File: config.mk
export PLATFORM = sky130hd
export DESIGN_NAME = seg7_scan_ctrl
export DESIGN_NICKNAME = d
export VERILOG_FILES = /design/src/rtl/seg7_scan_ctrl.sv
export SDC_FILE = /design/constraint.sdc
export NUM_CORES = 1
export LEC_CHECK = 0
export ABC_AREA = 1
export CORE_ASPECT_RATIO = 1.5
export CORE_UTILIZATION = 36
export CTS_CLUSTER_DIAMETER = 30
export DETAILED_ROUTE_END_ITERATION = 8
export PLACE_DENSITY_LB_ADDON = 0.3
export SLEW_MARGIN = 20
export SYNTH_ARGS = -nofsm -noshare
export SYNTH_HDL_FRONTEND = slang
export SYNTH_SLANG_ARGS = --single-unit
File: constraint.sdc
create_clock -name clk -period 2.5 [get_ports clk]
set_input_delay 0.375 -clock clk [delete_from_list [all_inputs] [get_ports clk]]
set_output_delay 0.375 -clock clk [all_outputs]
set_load 0.05 [all_outputs]
File: src/rtl/seg7_scan_ctrl.sv
// Multiplexed seven-segment scan controller with hex display and leading-zero blanking.
// Define SEG7_DECIMAL_EN to add the sequential double-dabble decimal mode.
module seg7_scan_ctrl #(
   parameter int NUM_DIGITS  = 4,
   parameter int DATA_W      = 16,
   parameter int REFRESH_DIV = 100000
) (
   input  logic                  clk,
   input  logic                  reset,
   input  logic [DATA_W-1:0]     value,
   input  logic                  value_valid,
   input  logic                  dec_mode,
   input  logic                  blank_lz,
   output logic                  busy,
   output logic                  overflow,
   output logic [NUM_DIGITS-1:0] Anode_Activate,
   output logic [6:0]            LED_out
);

   localparam int BUF_W = 4 * NUM_DIGITS;
   localparam int IDX_W = (NUM_DIGITS > 1) ? $clog2(NUM_DIGITS) : 1;
   localparam int CNT_W = $clog2(REFRESH_DIV);
   localparam int EXT_W = DATA_W + BUF_W;

   logic [CNT_W-1:0] refresh_cnt;
   logic [IDX_W-1:0] digit_idx;
   logic [BUF_W-1:0] disp_buf;
   logic [EXT_W-1:0] value_ext;
   logic [BUF_W-1:0] hex_digits;
   logic             hex_ovf;
   logic             hex_accept;
   logic             commit;
   logic [BUF_W-1:0] bcd;
   logic             sticky;

   // Zero-extend so narrow values pad the upper digits and wide values expose truncated bits.
   assign value_ext  = EXT_W'(value);
   assign hex_digits = value_ext[BUF_W-1:0];
   assign hex_ovf    = |(value_ext >> BUF_W);

`ifdef SEG7_DECIMAL_EN
   // state    | meaning
   // S_IDLE   | accepting loads
   // S_SHIFT  | one double-dabble step per cycle, DATA_W cycles
   // S_COMMIT | copy BCD result and sticky overflow into the display
   localparam int BITS_W = $clog2(DATA_W + 1);

   typedef enum logic [1:0] {S_IDLE, S_SHIFT, S_COMMIT} state_t;

   state_t              state, state_nxt;
   logic [DATA_W-1:0]   shreg;
   logic [BUF_W-1:0]    bcd_adj;
   logic [BITS_W-1:0]   bit_cnt;
   logic                dec_accept;

   assign busy       = (state != S_IDLE);
   assign dec_accept = value_valid && !busy && dec_mode;
   assign hex_accept = value_valid && !busy && !dec_mode;
   assign commit     = (state == S_COMMIT);

   always_ff @(posedge clk or negedge reset) begin
      if (!reset) state <= S_IDLE;
      else        state <= state_nxt;
   end

   always_comb begin
      state_nxt = state;
      case (state)
         S_IDLE:   if (dec_accept) state_nxt = S_SHIFT;
         S_SHIFT:  if (bit_cnt == BITS_W'(1)) state_nxt = S_COMMIT;
         S_COMMIT: state_nxt = S_IDLE;
         default:  state_nxt = S_IDLE;
      endcase
   end

   always_comb begin
      bcd_adj = bcd;
      for (int i = 0; i < NUM_DIGITS; i++) begin
         if (bcd[4*i +: 4] >= 4'd5) bcd_adj[4*i +: 4] = bcd[4*i +: 4] + 4'd3;
      end
   end

   always_ff @(posedge clk or negedge reset) begin
      if (!reset) begin
         shreg   <= '0;
         bcd     <= '0;
         sticky  <= 1'b0;
         bit_cnt <= '0;
      end else if (dec_accept) begin
         shreg   <= value;
         bcd     <= '0;
         sticky  <= 1'b0;
         bit_cnt <= BITS_W'(DATA_W);
      end else if (state == S_SHIFT) begin
         shreg   <= {shreg[DATA_W-2:0], 1'b0};
         bcd     <= {bcd_adj[BUF_W-2:0], shreg[DATA_W-1]};
         sticky  <= sticky | bcd_adj[BUF_W-1];
         bit_cnt <= bit_cnt - 1'b1;
      end
   end
`else
   logic unused_dec_mode;

   assign unused_dec_mode = dec_mode;
   assign busy            = 1'b0;
   assign hex_accept      = value_valid;
   assign commit          = 1'b0;
   assign bcd             = '0;
   assign sticky          = 1'b0;
`endif

   always_ff @(posedge clk or negedge reset) begin
      if (!reset) begin
         disp_buf <= '0;
         overflow <= 1'b0;
      end else if (hex_accept) begin
         disp_buf <= hex_digits;
         overflow <= hex_ovf;
      end else if (commit) begin
         disp_buf <= bcd;
         overflow <= sticky;
      end
   end

   always_ff @(posedge clk or negedge reset) begin
      if (!reset) begin
         refresh_cnt <= '0;
         digit_idx   <= '0;
      end else if (refresh_cnt == CNT_W'(REFRESH_DIV - 1)) begin
         refresh_cnt <= '0;
         digit_idx   <= (digit_idx == IDX_W'(NUM_DIGITS - 1)) ? '0 : digit_idx + 1'b1;
      end else begin
         refresh_cnt <= refresh_cnt + 1'b1;
      end
   end

   function automatic logic [6:0] seg_code(input logic [3:0] d);
      case (d)
         4'h0: seg_code = 7'b0000001;
         4'h1: seg_code = 7'b1001111;
         4'h2: seg_code = 7'b0010010;
         4'h3: seg_code = 7'b0000110;
         4'h4: seg_code = 7'b1001100;
         4'h5: seg_code = 7'b0100100;
         4'h6: seg_code = 7'b0100000;
         4'h7: seg_code = 7'b0001111;
         4'h8: seg_code = 7'b0000000;
         4'h9: seg_code = 7'b0000100;
         4'hA: seg_code = 7'b0001000;
         4'hB: seg_code = 7'b1100000;
         4'hC: seg_code = 7'b0110001;
         4'hD: seg_code = 7'b1000010;
         4'hE: seg_code = 7'b0110000;
         default: seg_code = 7'b0111000;
      endcase
   endfunction

   logic [IDX_W-1:0]      lead_idx;
   logic [3:0]            cur_digit;
   logic                  blank_cur;
   logic [6:0]            seg_nxt;
   logic [NUM_DIGITS-1:0] anode_nxt;

   // Digit 0 is the floor of lead_idx, so it is never blanked.
   always_comb begin
      lead_idx = '0;
      for (int i = 1; i < NUM_DIGITS; i++) begin
         if (disp_buf[4*i +: 4] != 4'd0) lead_idx = IDX_W'(i);
      end
      cur_digit = disp_buf[4*digit_idx +: 4];
      blank_cur = blank_lz && (digit_idx > lead_idx);
      if (overflow)       seg_nxt = 7'b1111110;
      else if (blank_cur) seg_nxt = 7'b1111111;
      else                seg_nxt = seg_code(cur_digit);
      anode_nxt = ~(NUM_DIGITS'(1) << digit_idx);
   end

   always_ff @(posedge clk or negedge reset) begin
      if (!reset) begin
         Anode_Activate <= '1;
         LED_out        <= 7'b1111111;
      end else begin
         Anode_Activate <= anode_nxt;
         LED_out        <= seg_nxt;
      end
   end

endmodule

# Word level (Yosys, flattened, before mapping)
# Memory sizes are Yosys's and may differ from the RTL's.
# Index checks and enable logic that the tools add are counted.
[totals]
memories = 1
out_inout_bits = 13
rom_bits = 112
register_bits = 46
word_cells = 24
[classes]
eq_ne = 2
muxes = 6
bitwise_logic = 1
n_reduce_logical = 4
shift = 2
n_lt_le_gt_ge = 1
addsub = 2
[memory_table]
columns = ["name", "words", "word_bits", "read_ports", "rd_clocked_by_memory_dff", "wr", "line_no", "source"]
rows = [
  ["(name not given)", 16, 7, 1, 0, 0, "138", "case (d)"],
]
[op_table]
columns = ["cell", "n"]
rows = [
  ["adder 17 x 1 -> 17 bit, second input constant", 1],
  ["equality test 17 bit, second input constant", 1],
  ["two-way mux 17 bit", 1],
  ["indexed part select 16 x 5 -> 4 bit", 1],
  ["nonzero test 4 bit", 3],
  ["two-way mux 7 bit", 1],
  ["two-way mux 2 bit", 3],
  ["inverter 4 bit", 1],
  ["<< shifter 1 x 2 -> 4 bit, first input constant", 1],
  ["adder 2 x 1 -> 2 bit, second input constant", 1],
  ["equality test 2 bit, second input constant", 1],
  ["> comparator 2 bit", 1],
  ["logical AND 1 bit", 1],
  ["two-way mux 1 bit", 1],
]

# Longest topological paths before layout
# Gate-level depths: netlist of the first run.
[logic_depth]
word_depth = 7
depth_mapped = 11
ltp_nobuf = 10

# Worst setup path after synthesis of the first run
# Ideal clock, no wire load.
[synth_path]
kind = "register to register"
start = "register digit_idx[1]"
end = "register LED_out[1]"
t_required_ns = 2.423
setup_slack_ns = 0.975
path_buffers = 0
arrival_time_ns = 1.447
setup_time_ns = 0.077
path_stages_with_launch = 10
synth_period_minus_slack_ns = 1.525
cell_sequence = "dfrtp_1 inv_2 nand3_1 nand2_1 inv_1 ha_1 nand3_1 nor2_1 nor2_1 nand2_1"
[synth_via]
elab_chain_len = 3
[synth_rtl]
columns = ["element", "line_no", "source"]
rows = [
  ["start: declaration", "26", "logic [IDX_W-1:0] digit_idx;"],
  ["start signal: assignment", "131", "digit_idx <= (digit_idx == IDX_W'(NUM_DIGITS - 1)) ? '0 : digit_idx + 1'b1;"],
  ["indexed part select 16 x 5 -> 4 bit / > comparator 2 bit (equally long branches)", "170, 171", ""],
  ["memory (16 x 7 bit) / logical AND 1 bit (equally long branches)", "-", ""],
  ["two-way mux 7 bit *", "173", "else if (blank_cur) seg_nxt = 7'b1111111;"],
  ["net seg_nxt[1]", "161", "logic [6:0] seg_nxt;"],
  ["end signal: assignment", "184", "LED_out <= seg_nxt;"],
  ["end: declaration", "17", "output logic [6:0] LED_out"],
]
# Mark *: on every way through the listed nets, which the timed path passes. The rest lies on a longest branch.
# A chain may end at the register's enable or synchronous reset.

# Worst setup path in the final report of the first run
[layout_path]
start = "register Anode_Activate[1]"
end = "output Anode_Activate[1]"
[layout_lines]
columns = ["element", "line_no", "source"]
rows = [
  ["start: declaration", "16", "output logic [NUM_DIGITS-1:0] Anode_Activate,"],
  ["start signal: assignment", "183", "Anode_Activate <= anode_nxt;"],
]
# No word-level cell between the ends.

==> impl_results.md, run 1 <==
- Later-pin clock latency in the skew report: 0.30 ns
- Post-synthesis mux area share: 0.03563
- Drt first pass iters: 4
- FF+latch count, synth: 46
- Multi-input gate area: 1159 um2
- Worst-path cell chain: clkdlybuf4s50_1
- Worst Path Arrival: 1.60 ns
- Antenna diode count: 0
- Simple-Gate Fraction of Synth Area: 0.2860
- Largest family of logic cells by synthesized area: simple AND/OR/NAND/NOR gates
- Delay of the slowest critical-path stage: 0.79 ns
- CP startpoint kind: register
- CP Capture Type: primary output
- Clock buffer depth: 2
- Synth area leaders: dfrtp_1, dfstp_2, nand2_1, ha_1, inv_1
- Post-synth EDFFs: 0
- Worst vdd ir: 0.0003106 V
- Final Cycle Share: 0.7912
- CTS Root Cell: clkbuf_8
- Final TNS setup: 0 ns
- Drt drc: 0
- FFs w/ async S/R, synth: 1.000
- Post-Synth XOR/XNOR Area: 0.02425
- Cell variety after synth: 34
- Max Cap Viol: 0
- FILL cells: 658
- CTS Hold Bufs: 0
- Post-CTS Resized: 0
- Top-area cell type share of the netlist area: 0.3464
- Detail Route met3 WL: 153 um
- Seq/Total Area, Yosys: 0.4607
- Post-CTS Setup Bufs: 0
- Outcome: completed
- CP max stage cell: clkdlybuf4s50_1
- Post-Synthesis Cells: 291
- Clock Skews: 0.005713 ns
- Post-DRT Antenna Nets: 0
- Worst setup path class: register to primary output
- Top Ports: 34
- Syn Area/Cell: 8.690 um2
- Pwr Density: 524.2 nW/um2
- Max-slew violations: 0
- Initial core utilization: 0.3716
- Num Clock Sinks: 46
- Max Freq: 0.5056 GHz
- Area delta synth->final: 18.60%
- WL met2: 2497 um
- Share of cells above drive strength 1: 0.1560
- Min Tclk post-route: 1.978 ns
- Fin. Hold Viols: 0
- Via Count: 1938
- Top sig layer: met4
- Port buffer count: 30
- Worst-margin pin slew: 0.5804 ns
- RSZ-0062 raised after global routing: false
- Synth cell count leaders: nand2_1, inv_1, dfrtp_1
- CTS clk-pin slew, worst paths: 0.08 ns
- Final Core Density: 0.4407
- First-pass GRT wire length: 8093 um
- Worst Path Required: 2.12 ns
- GPL Wtd Cong: 0.8575
- Die span in y: 104.6 um
- Leakage power: 0.001471 uW
- Num CTS Buffers: 5
- Die width: 70.43 um
- Worst slack at placement: 0.6375 ns
- WL final: 4611 um
- WL/cell: 11.39 um
- Core Region: 6805 um2
- Synth Flop Type: dfrtp_1
- DR vias/cell: 4.785
- CTS tree: done
- Gr ovfl total: 0
- Final net count: 360
- Hold crit path type: input port to async pin
- Initial antenna violation count: 0
- CP Max Fanout: 1
- Largest net degree at the start of global routing: 27
- H-tree levels: 2
- CP bufs+invs: 1
- Final setup vio count: 0
- Initial drt markers: 60
- Cell taking the most area after synthesis: dfrtp_1
- Slew HR: 0.6131
- Synthesized-area fraction occupied by adder cells: 0.06432
- CP delay by family, top: buffers and inverters
- Synth warn: 0
- Post-DP HPWL: 3636 um
- Total track usage: 0.1374
- Mapped cell area: 2529 um2
- Sequential cell area: 1165 um2
- Die Area: 7370 um2
- Top-count cell post-synth: nand2_1
- WL met1: 1906 um
- Fin worst setup slack: 0.5221 ns
- Vias in the first global route: 1838
- Compound-Gate Fraction of Synth Area: 0.04503
- Cell row count: 37
final timing paths:
path / endpoint / depth (start not counted) / start / slack, ns
setup reg to reg: LED_out[1] / 10 / digit_idx[0] / 0.63
hold reg to reg: refresh_cnt[0] / 1 / refresh_cnt[0] / 0.49
hold / removal: refresh_cnt[1] / 1 / reset / 0.07
setup / recovery: Anode_Activate[1] / 1 / Anode_Activate[1] / 0.52
min in group clk: refresh_cnt[0] / 1 / refresh_cnt[0] / 0.49
max in group asynchronous: Anode_Activate[1] / 2 / reset / 1.80
final cells by class:
cell class                 count  share of cell area
clock buffer                   7             0.02879
inverter                      43             0.05632
clock inverter                 1            0.001669
sequential                    46              0.3884
multi-input combinational    197              0.3863
tap                           78             0.03254
timing repair buffer          33              0.1060
placed cells by master (no fill, tap or decap), drive strengths merged:
cell type and instances:
clkbuf 7, conb 2, inv 43, nor3 3, nand4 7, clkinv 1, o21ai 15, clkdlybuf4s50 29
nor4 1, xnor2 1, o21bai 2, dfstp 11, dfrtp 35, ha 13, buf 4, and3 1
nand2 74, xor2 6, nand3 30, a21oi 4, mux2 8, nor2 30
cell families (layout without fill, tap and decap cells):
| kind of cell | after synthesis | in the layout |
|---|---|---|
| buffers and inverters | 49 | 84 |
| AO/OA/AOI/OAI | 21 | 21 |
| other | 1 | 2 |
| AND/OR/NAND/NOR | 146 | 146 |
| multiplexers | 8 | 8 |
| XOR/XNOR | 7 | 7 |
| flip-flops | 46 | 46 |
| adder cells (fa/ha/maj) | 13 | 13 |
sequential cells by signal, summed over array words and instances, names as in the netlist:
signal	flops
refresh_cnt	17
disp_buf	16
LED_out	7
Anode_Activate	4
digit_idx	2
routing by layer:
| layer | up-vias | GRT usage |
|---|---|---|
| met5 | - | 0 |
| met4 | 0 | 0.04286 |
| li1 | 980 | - |
| met1 | 907 | 0.1566 |
| met2 | 47 | 0.2503 |
| met3 | 4 | 0.02893 |
per-stage QoR:
stage / cells / total power, uW / instance area, um2 / hold WS (ns)
after floorplan: 292 / 1023 / 2532 / 0.07941
after global placement: 397 / 1123 / 2908 / 0.4053
after detailed placement: 397 / 1127 / 2908 / 0.4180
after CTS: 405 / 1592 / 2999 / 0.09537
after global routing: 405 / 1667 / 2999 / 0.1127
final: 405 / 1572 / 2999 / 0.06714
power breakdown:
group | switching, uW | internal (uW)
clock | 240 | 223
combinational | 178 | 111
sequential | 20.5 | 799
total | 439 | 1130
Note: power is estimated with default switching activity, not from simulation.
==> run 2, diff against run 1 <==
==> constraint.sdc (replaced) <==
create_clock -name clk -period 1.9 [get_ports clk]
set_input_delay 0.285 -clock clk [delete_from_list [all_inputs] [get_ports clk]]
set_output_delay 0.285 -clock clk [all_outputs]
set_load 0.05 [all_outputs]
==> run 2 against run 1 <==
  * Global-route usage is 0.20 points lower
  * Utilization is 0.17 points lower
  * Hold slack worse by 0.0070 ns
  * Sequential share of layout area is 0.19 points higher
  * Count of clock-buffer cells in the layout stayed put
  * Largest cell class unchanged
  * Clock skew is 0.0019 ns lower
  * Critical endpoint is now LED_out[2]
  * Worst setup slack worse by 0.38 ns
  * Via count is 1.3% lower
  * Non-clock buffer count stayed put
==> impl_results.md, run 2 (synthesized netlist as in run 1, its figures left out) <==
- Outcome: completed
- Max-slew violations: 0 (unchanged)
- WL/cell: 11.46 um (+0.69%)
- Die span in y: 104.6 um (unchanged)
- Initial drt markers: 104 (+73%)
- FILL cells: 687 (+4.4%)
- Total track usage: 0.1353 (-0.002011)
- Final TNS setup: 0 ns (unchanged)
- WP depth: 8 (+7)
- Commonest cells after routing, fill and taps aside: nand2_1, inv_1, dfrtp_1
- Core Region: 6805 um2 (unchanged)
- Worst vdd ir: 0.0003825 V (+23%)
- Final net count: 360 (unchanged)
- CTS Root Cell: clkbuf_8
- Worst Path Required: 2.14 ns (+0.02 ns)
- Num CTS Buffers: 5 (unchanged)
- Post-CTS Resized: 0 (unchanged)
- First-pass GRT wire length: 8059 um (-0.42%)
- Post-CTS Setup Bufs: 0 (unchanged)
- Multi-input gate area: 1159 um2 (unchanged)
- Initial core utilization: 0.3716 (unchanged)
- CP startpoint kind: register
- Later-pin clock latency in the skew report: 0.30 ns (about the same)
- Drt drc: 0 (unchanged)
- Antenna diode count: 0 (unchanged)
- CP delay by family, top: simple AND/OR/NAND/NOR gates
- Max Cap Viol: 0 (unchanged)
- Worst-case reg-to-reg path depth: 8 (-2)
- Post-DP HPWL: 3504 um (-3.6%)
- Vias in the first global route: 1852 (+0.76%)
- Area delta synth->final: 18.16%
- Port buffer count: 30 (unchanged)
- Fin worst setup slack: 0.1440 ns (-0.3781 ns)
- CP bufs+invs: 1 (unchanged)
- DR vias/cell: 4.721 (-1.3%)
- Min Tclk post-route: 1.756 ns
- Delay of the slowest critical-path stage: 0.41 ns (-0.38 ns)
- Reg-to-reg slack, setup: 0.14 ns (-0.49 ns)
- Largest net degree at the start of global routing: 47 (+74%)
- Final setup vio count: 0 (unchanged)
- Final Cycle Share: 0.9242
- H-tree levels: 2 (unchanged)
- Cell row count: 37 (unchanged)
- Clock buffer depth: 2 (unchanged)
- Pwr Density: 724.4 nW/um2 (+38%)
- Max Freq: 0.5695 GHz
- Hold crit path type: input port to async pin
- Top reg by flops: refresh_cnt
- Worst Path Arrival: 1.99 ns (+0.39 ns)
- WL final: 4643 um (+0.69%)
- Share of cells above drive strength 1: 0.1896 (+0.03364)
- Gr ovfl total: 0 (unchanged)
- Worst-path cell chain: nor4_1 -> o21bai_1 -> ha_1 -> nand2_1 -> nand2_1 -> nor2_1 -> inv_1 -> nand3_1
- Top Ports: 34 (unchanged)
- Sequential cell area: 1166 um2 (+0.11%)
- Leakage power: 0.001484 uW (+0.88%)
- Die width: 70.43 um (unchanged)
- GPL Wtd Cong: 0.8530 (-0.52%)
- CTS clk-pin slew, worst paths: 0.08 ns (about the same)
- Die Area: 7370 um2 (unchanged)
- Slew HR: 0.6297 (+0.01663)
- CP Capture Type: register
- Worst setup path class: register to register
- Max FFs per register: 17 (unchanged)
- Drt first pass iters: 4 (unchanged)
- CTS tree: done
- CTS Hold Bufs: 0 (unchanged)
- Via Count: 1912 (-1.3%)
- RSZ-0062 raised after global routing: false
- Num Clock Sinks: 46 (unchanged)
- Reg-to-Reg End: LED_out[2]
- Initial antenna violation count: 0 (unchanged)
- Worst slack at placement: 0.08709 ns (-0.5504 ns)
- Commonest non-fill, non-tap cell in the layout: nand2_1
- CP max stage cell: dfrtp_1
- Worst-margin pin slew: 0.5554 ns (-0.02494 ns)
- Hold slack: 0.06013 ns (-0.007004 ns)
- Post-DRT Antenna Nets: 0 (unchanged)
- Fin. Hold Viols: 0 (unchanged)
- CP dominant cell by count: nand2_1
- CP Max Fanout: 4 (+3)
- Clock Skews: 0.003785 ns (-0.001928 ns)
- FF-to-FF Start: disp_buf[4]
- Largest regs: refresh_cnt x17, disp_buf x16, LED_out x7
[run 2: cell count changes in the layout (fill, tap and decap cells not counted)]
cell / previous run / this run
buf_4: 3 / 14
clkdlybuf4s50_1: 29 / 18
bufinv_16: 0 / 1
clkbuf_1: 1 / 2
clkbuf_8: 6 / 5
clkinv_2: 1 / 0
dfrtp_1: 35 / 34
dfrtp_2: 0 / 1
[run 2: metal layers]
layer / wire, um / GRT usage
met1: 2010 / 0.1574
met2: 2425 / 0.2422
met3: 140 / 0.02507
met4: 66 / 0.05000
met5: 0 / 0
[run 2: cell type report]
cell class | count | share of cell area
flip-flops and latches | 46 | 0.3903
multi-input cells | 197 | 0.3878
repair buffers | 33 | 0.09715
inverters | 43 | 0.05653
well taps | 78 | 0.03266
clock buffers | 7 | 0.02554
clock inverters | 1 | 0.01005
[run 2: how the worst max path moves through the flow]
stage | startpoint | to | slack [ns]
floorplan | digit_idx[1] | LED_out[1] | 0.38
global placement | digit_idx[0] | LED_out[1] | 0.11
detailed placement | digit_idx[0] | LED_out[1] | 0.09
CTS | digit_idx[0] | LED_out[1] | 0.08
global route | disp_buf[15] | LED_out[6] | 0.008
finish | disp_buf[4] | LED_out[2] | 0.14
[run 2: through the flow]
step	cells	power [uW]	utilization	instance area, um2
finish	405	2165	0.4391	2988
global route	405	2267	0.4391	2988
CTS	405	2194	0.4389	2987
detailed placement	397	1474	0.4232	2880
global placement	397	1468	0.4232	2880
floorplan	292	1346	-	2532
[run 2: where the power goes]
group / internal [uW] / switching, uW
clock network: 394 / 321
registers: 1050 / 27.5
logic: 136 / 235
